File: src/rtl/stream_mux_rr_if.sv
// rtl/stream_mux_rr_if.sv - handshake bundle between stream sources, stream_mux_rr and its sink
// Ports carried:
//   in_data   CHANNELS*WIDTH  channel i at [i*WIDTH +: WIDTH]
//   in_valid  CHANNELS        per-channel word present
//   in_ready  CHANNELS        per-channel accept (from the mux)
//   mode      1               0 = fixed select by s, 1 = round-robin
//   s         SEL_W           fixed-mode channel select
//   out_data  WIDTH           registered winning word
//   out_chan  SEL_W           channel that supplied out_data
//   out_valid 1               output register holds a word
//   out_ready 1               downstream accept
interface stream_mux_rr_if #(
  parameter int WIDTH    = 4,
  parameter int CHANNELS = 4,
  parameter int SEL_W    = $clog2(CHANNELS)
);
  logic [CHANNELS*WIDTH-1:0] in_data;
  logic [CHANNELS-1:0]       in_valid;
  logic [CHANNELS-1:0]       in_ready;
  logic                      mode;
  logic [SEL_W-1:0]          s;
  logic [WIDTH-1:0]          out_data;
  logic [SEL_W-1:0]          out_chan;
  logic                      out_valid;
  logic                      out_ready;

  // Mux side
  modport slave (
    input  in_data, in_valid, mode, s, out_ready,
    output in_ready, out_data, out_chan, out_valid
  );

  // Source/sink side
  modport master (
    output in_data, in_valid, mode, s, out_ready,
    input  in_ready, out_data, out_chan, out_valid
  );
endinterface

File: src/rtl/stream_mux_rr.sv
// rtl/stream_mux_rr.sv - N-channel registered stream mux with fixed or round-robin selection
// Ports:
//   clk    rising-edge clock
//   rst_n  asynchronous active-low reset
//   bus    stream_mux_rr_if.slave: in_data/in_valid/in_ready per channel,
//          mode/s selection controls, out_data/out_chan/out_valid/out_ready output
module stream_mux_rr #(
  parameter  int WIDTH    = 4,
  parameter  int CHANNELS = 4,
  localparam int SEL_W    = $clog2(CHANNELS)
) (
  input  logic             clk,
  input  logic             rst_n,
  stream_mux_rr_if.slave   bus
);

  logic [WIDTH-1:0]    out_data_q;
  logic [SEL_W-1:0]    out_chan_q;
  logic                out_valid_q;
  logic [SEL_W-1:0]    ptr;

  logic                load;
  logic                grant_vld;
  logic [SEL_W-1:0]    grant;
  logic [WIDTH-1:0]    win_data;
  logic [CHANNELS-1:0] ready_vec;
  logic                xfer;

  // The output register can take a word when empty or being drained this cycle.
  assign load = !out_valid_q || bus.out_ready;

  always_comb begin
    grant_vld = 1'b0;
    grant     = '0;
    if (!bus.mode) begin
      // Out-of-range s simply matches no channel.
      for (int i = 0; i < CHANNELS; i++) begin
        if (bus.s == SEL_W'(i) && bus.in_valid[i]) begin
          grant_vld = 1'b1;
          grant     = SEL_W'(i);
        end
      end
    end else begin
      // Offset k from ptr; scanning k downwards lets the smallest offset win.
      // Channel i sits at offset k when ptr+k == i, or ptr+k == i+CHANNELS after wrap.
      for (int k = CHANNELS - 1; k >= 0; k--) begin
        for (int i = 0; i < CHANNELS; i++) begin
          if (bus.in_valid[i] &&
              ((int'(ptr) + k == i) || (int'(ptr) + k == i + CHANNELS))) begin
            grant_vld = 1'b1;
            grant     = SEL_W'(i);
          end
        end
      end
    end
  end

  // Word of the granted channel; only the registered copy ever reaches an output.
  always_comb begin
    win_data = '0;
    for (int i = 0; i < CHANNELS; i++) begin
      if (grant == SEL_W'(i)) begin
        win_data = bus.in_data[i*WIDTH +: WIDTH];
      end
    end
  end

  // No grant while reset is asserted, so nothing is offered upstream.
  assign xfer = rst_n && load && grant_vld;

  always_comb begin
    ready_vec = '0;
    for (int i = 0; i < CHANNELS; i++) begin
      ready_vec[i] = xfer && (grant == SEL_W'(i));
    end
  end

  always_ff @(posedge clk or negedge rst_n) begin
    if (!rst_n) begin
      out_data_q  <= '0;
      out_chan_q  <= '0;
      out_valid_q <= 1'b0;
      ptr         <= '0;
    end else if (load) begin
      if (xfer) begin
        out_data_q  <= win_data;
        out_chan_q  <= grant;
        out_valid_q <= 1'b1;
        if (bus.mode) begin
          ptr <= (grant == SEL_W'(CHANNELS - 1)) ? '0 : grant + 1'b1;
        end
      end else begin
        out_valid_q <= 1'b0;
      end
    end
  end

  assign bus.in_ready  = ready_vec;
  assign bus.out_data  = out_data_q;
  assign bus.out_chan  = out_chan_q;
  assign bus.out_valid = out_valid_q;

endmodule
File: src/flat_wrapper.sv
// flat-port wrapper written by rule: the top's interface ports become plain ports
module stream_mux_rr_flat 
#(
  parameter  int WIDTH    = 4,
  parameter  int CHANNELS = 4,
  localparam int SEL_W    = $clog2(CHANNELS)
)
  (clk, rst_n, bus_in_data, bus_in_valid, bus_mode, bus_s, bus_out_ready, bus_in_ready, bus_out_data, bus_out_chan, bus_out_valid);
  stream_mux_rr_if #(.WIDTH(WIDTH), .CHANNELS(CHANNELS)) bus_i ();
  input  logic clk;
  input  logic rst_n;
  input wire logic [$bits(bus_i.in_data)-1:0] bus_in_data;
  input wire logic [$bits(bus_i.in_valid)-1:0] bus_in_valid;
  input wire logic [$bits(bus_i.mode)-1:0] bus_mode;
  input wire logic [$bits(bus_i.s)-1:0] bus_s;
  input wire logic [$bits(bus_i.out_ready)-1:0] bus_out_ready;
  output wire logic [$bits(bus_i.in_ready)-1:0] bus_in_ready;
  output wire logic [$bits(bus_i.out_data)-1:0] bus_out_data;
  output wire logic [$bits(bus_i.out_chan)-1:0] bus_out_chan;
  output wire logic [$bits(bus_i.out_valid)-1:0] bus_out_valid;
  assign bus_i.in_data = bus_in_data;
  assign bus_i.in_valid = bus_in_valid;
  assign bus_i.mode = bus_mode;
  assign bus_i.s = bus_s;
  assign bus_i.out_ready = bus_out_ready;
  assign bus_in_ready = bus_i.in_ready;
  assign bus_out_data = bus_i.out_data;
  assign bus_out_chan = bus_i.out_chan;
  assign bus_out_valid = bus_i.out_valid;
  stream_mux_rr #(.WIDTH(WIDTH), .CHANNELS(CHANNELS)) u_core (.clk(clk), .rst_n(rst_n), .bus(bus_i));
endmodule
File: config.mk
export PLATFORM = sky130hd
export DESIGN_NAME = stream_mux_rr_flat
export DESIGN_NICKNAME = d
export VERILOG_FILES = /design/src/rtl/stream_mux_rr_if.sv /design/src/rtl/stream_mux_rr.sv /design/src/flat_wrapper.sv
export SDC_FILE = /design/constraint.sdc
export NUM_CORES = 1
export LEC_CHECK = 0
export BUFFER_PORTS_ARGS = -buffer_cell sky130_fd_sc_hd__buf_2
export CORE_UTILIZATION = 48
export CTS_CLUSTER_DIAMETER = 100
export DETAILED_ROUTE_END_ITERATION = 12
export PLACE_DENSITY = 0.87
export SYNTH_ARGS = -nofsm -noshare
export SYNTH_HDL_FRONTEND = slang
export SYNTH_SLANG_ARGS = --single-unit
export TNS_END_PERCENT = 20
File: constraint.sdc
create_clock -name clk -period 10.85 [get_ports clk]
set_clock_uncertainty 0.15 [all_clocks]
set_input_delay 3.255 -clock clk [delete_from_list [all_inputs] [get_ports clk]]
set_output_delay 3.255 -clock clk [all_outputs]
set_load 0.005 [all_outputs]
==> run metrics <==
outcome=completed; Top delay family on crit path=compound AO/OA/AOI/OAI gates; Hold WS=0.340 ns; post-CTS sizing=0; max incr delay on CP=about 0.55 ns; Via density=between 5 and 6; Gate power share=between 40% and 50%; overall routed net length=about 2000 um; sequential share of power=35.6%; GRT Residual Overflow=0; Setup Fix Bufs, Post-CTS=0; via count of the first global-routing pass=between 700 and 800; Seq/Total Area, Yosys=around 29%; Tot Pwr=about 0.16 mW; final setup fails=0; Most common cell on crit path=buf_2; Final TNS setup=0 ns; H-tree depth=1; NetSw=just over 0.06 mW; post-synthesis compound-gate area fraction=between 20% and 30%; layout cells sized above 1=about 46%; first-pass GRT wire length=~3300 um; core area=roughly 1500 um^2; Total GRT Usage=between 20% and 30%; IR drop worst, VDD=~0.084 mV; worst-skew pair later-pin latency=about 0.26 ns; internal power=roughly 0.10 mW; fraction of registers with async set or reset after synthesis=100%; slew margin rel.=60.4%; fin area=996 um^2; antenna-violating nets left=0; Worst Setup Path Type=in2out; Worst EP arrival=approximately 5.0 ns; synth warn=0; TritonCTS sink count=9; final net count=roughly 150; Synth Area in XOR/XNOR=0%; Tmin final=8.43 ns; fmax=roughly 120 MHz; Critical Path RT=about 7.5 ns; hold violation count in the final report=0; Post-route DRC=0; fin util=between 60% and 70%; post-synthesis mux area share=around 15%; Slowest cell on crit path=o31ai_1; vias=a little under 800; # IOs=37; filler instances=approximately 120; unrepaired setup endpoints after global routing=false; Detailed Routing Iterations Pass 1=4; Pins Over Slew Limit=0; Max Buffers Root-to-Sink=2; Post-Synth Simple-Gate Area=about 22%; die area=around 1800 um^2; DRT iter0 DRCs=11; largest family of logic cells by synthesized area=compound AO/OA/AOI/OAI gates; Root Buffer=clkbuf_4; ant diodes=0; antenna violations before repair=0; dpl cell area=970 um^2; Synth area leaders=dfrtp_1, ha_1, mux2_1; Hold Buf Count CTS=0; worst slew pin tran=between 0.5 and 0.6 ns; crit path buf inv count=3; Tcrit/Tclk final=between 70 and 80%; Initial Util=roughly half; largest area contributor in the netlist=dfrtp_1; Die Ht=between 40 and 50 um; post-synth cell types=34; crit-path cells=buf_2, a21boi_0, o21ai_0, o31ai_1, inv_1, ha_1, and2_2, buf_2; Critical Path Fanout Max=9; power share of the clock group=between 10% and 20%; Die X=roughly 42 um; Worst-path clk slew=0.06 ns; Syn Inst Count=79; Pleak=0.494 nW; Max-Cap Viols=0; Routability Congestion=between 0.8 and 0.9; Post-synth top flop=dfrtp_1; Rows=14; largest net degree at the start of global routing=12; Pwr Density=~160 nW/um^2; CTS tree=built; Post-Synthesis Cell Area=approximately 780 um^2; adder-cell share of the synthesized area=under 10%; Synth top area share=about 29%; number of flops mapped to enable cells by yosys=0; commonest cells in the netlist=dfrtp_1, nand2_1, inv_1, o21ai_0, o31ai_1; I/O Buffers=36; number of buffers created by CTS=3; Syn Area/Cell=9.88 um^2; DR WL/cell=~15 um; syn nets=109; count leader, synth=dfrtp_1; Final HPWL DP=about 1600 um; Sw Share=37.8%; CP Launch Type=input port; hold crit path type=reg2reg; area grow syn2layout=27.6%; Setup crit end kind=output port; Synth Register Bits=9
## worst paths after layout
| check | from | end | slack [ns] | cells after the start |
|---|---|---|---|---|
| worst max-delay path | bus_in_valid[1] | bus_in_ready[2] | 2.42 | 8 |
| worst min-delay path | u_core.bus.out_chan[0] | u_core.bus.out_chan[0] | 0.34 | 1 |
| worst max register to register | u_core.ptr[1] | u_core.bus.out_data[0] | 7.99 | 9 |
| worst min register to register | u_core.bus.out_chan[0] | u_core.bus.out_chan[0] | 0.34 | 1 |
| max in group asynchronous | rst_n | u_core.ptr[0] | 7.63 | 1 |
| min in group asynchronous | rst_n | u_core.bus.out_data[0] | 2.71 | 1 |
## placed cells by master, fill, tap and decap left out, types with 3 or more instances in the layout
master	count
nor2_1	3
a221oi_1	4
and2_2	4
o31ai_1	5
buf_2	36
and2b_2	3
clkbuf_4	3
mux2_1	4
inv_1	5
nand2_1	6
o21ai_0	5
ha_1	4
dfrtp_1	9
## final cells by class
| type | count | area (um^2) | area share [%] |
|---|---|---|---|
| inverters | 5 | 18.8 | 1.88 |
| multi-input cells | 63 | 526 | 52.8 |
| clock buffers | 4 | 26.3 | 2.64 |
| flip-flops and latches | 9 | 225 | 22.6 |
| repair buffers | 36 | 180 | 18.1 |
| well taps | 16 | 20.0 | 2.01 |
## metal layers
layer | vias up | routed length, um | GRT usage (%)
li1 | 375 | - | -
met1 | 366 | 805 | 29.3
met2 | 20 | 1040 | 42.5
met3 | 8 | 71 | 5.17
met4 | 0 | 62 | 11.3
met5 | - | 0 | 0
## state kept, by name (all words and copies together) (netlist names)
signal,cells
u_core.ptr,2
u_core.bus.out_valid,1
u_core.bus.out_data,4
u_core.bus.out_chan,2
## power groups by stage
stage               Combinational (mW)  Clock, mW  Sequential (mW)
floorplan                       0.0473          0           0.0570
global placement                0.0727          0           0.0569
detailed placement              0.0771          0           0.0581
CTS                             0.0772     0.0273           0.0572
global route                    0.0854     0.0292           0.0604
finish                          0.0770     0.0268           0.0575
## per-stage QoR
stage / cells / worst slack (ns)
floorplan: 79 / 2.86
global placement: 129 / 2.55
detailed placement: 129 / 2.42
CTS: 133 / 2.41
global route: 133 / 2.26
finish: 133 / 2.42
## cell families (layout without fill, tap and decap cells)
| group | Yosys count | count (layout) |
|---|---|---|
| adders and majority gates | 4 | 4 |
| and+or+nand+nor | 26 | 26 |
| AOI/OAI and AO/OA | 24 | 24 |
| buffers and inverters | 7 | 45 |
| DFF | 9 | 9 |
| muxes | 9 | 9 |
(Power assumes the default switching activity.)
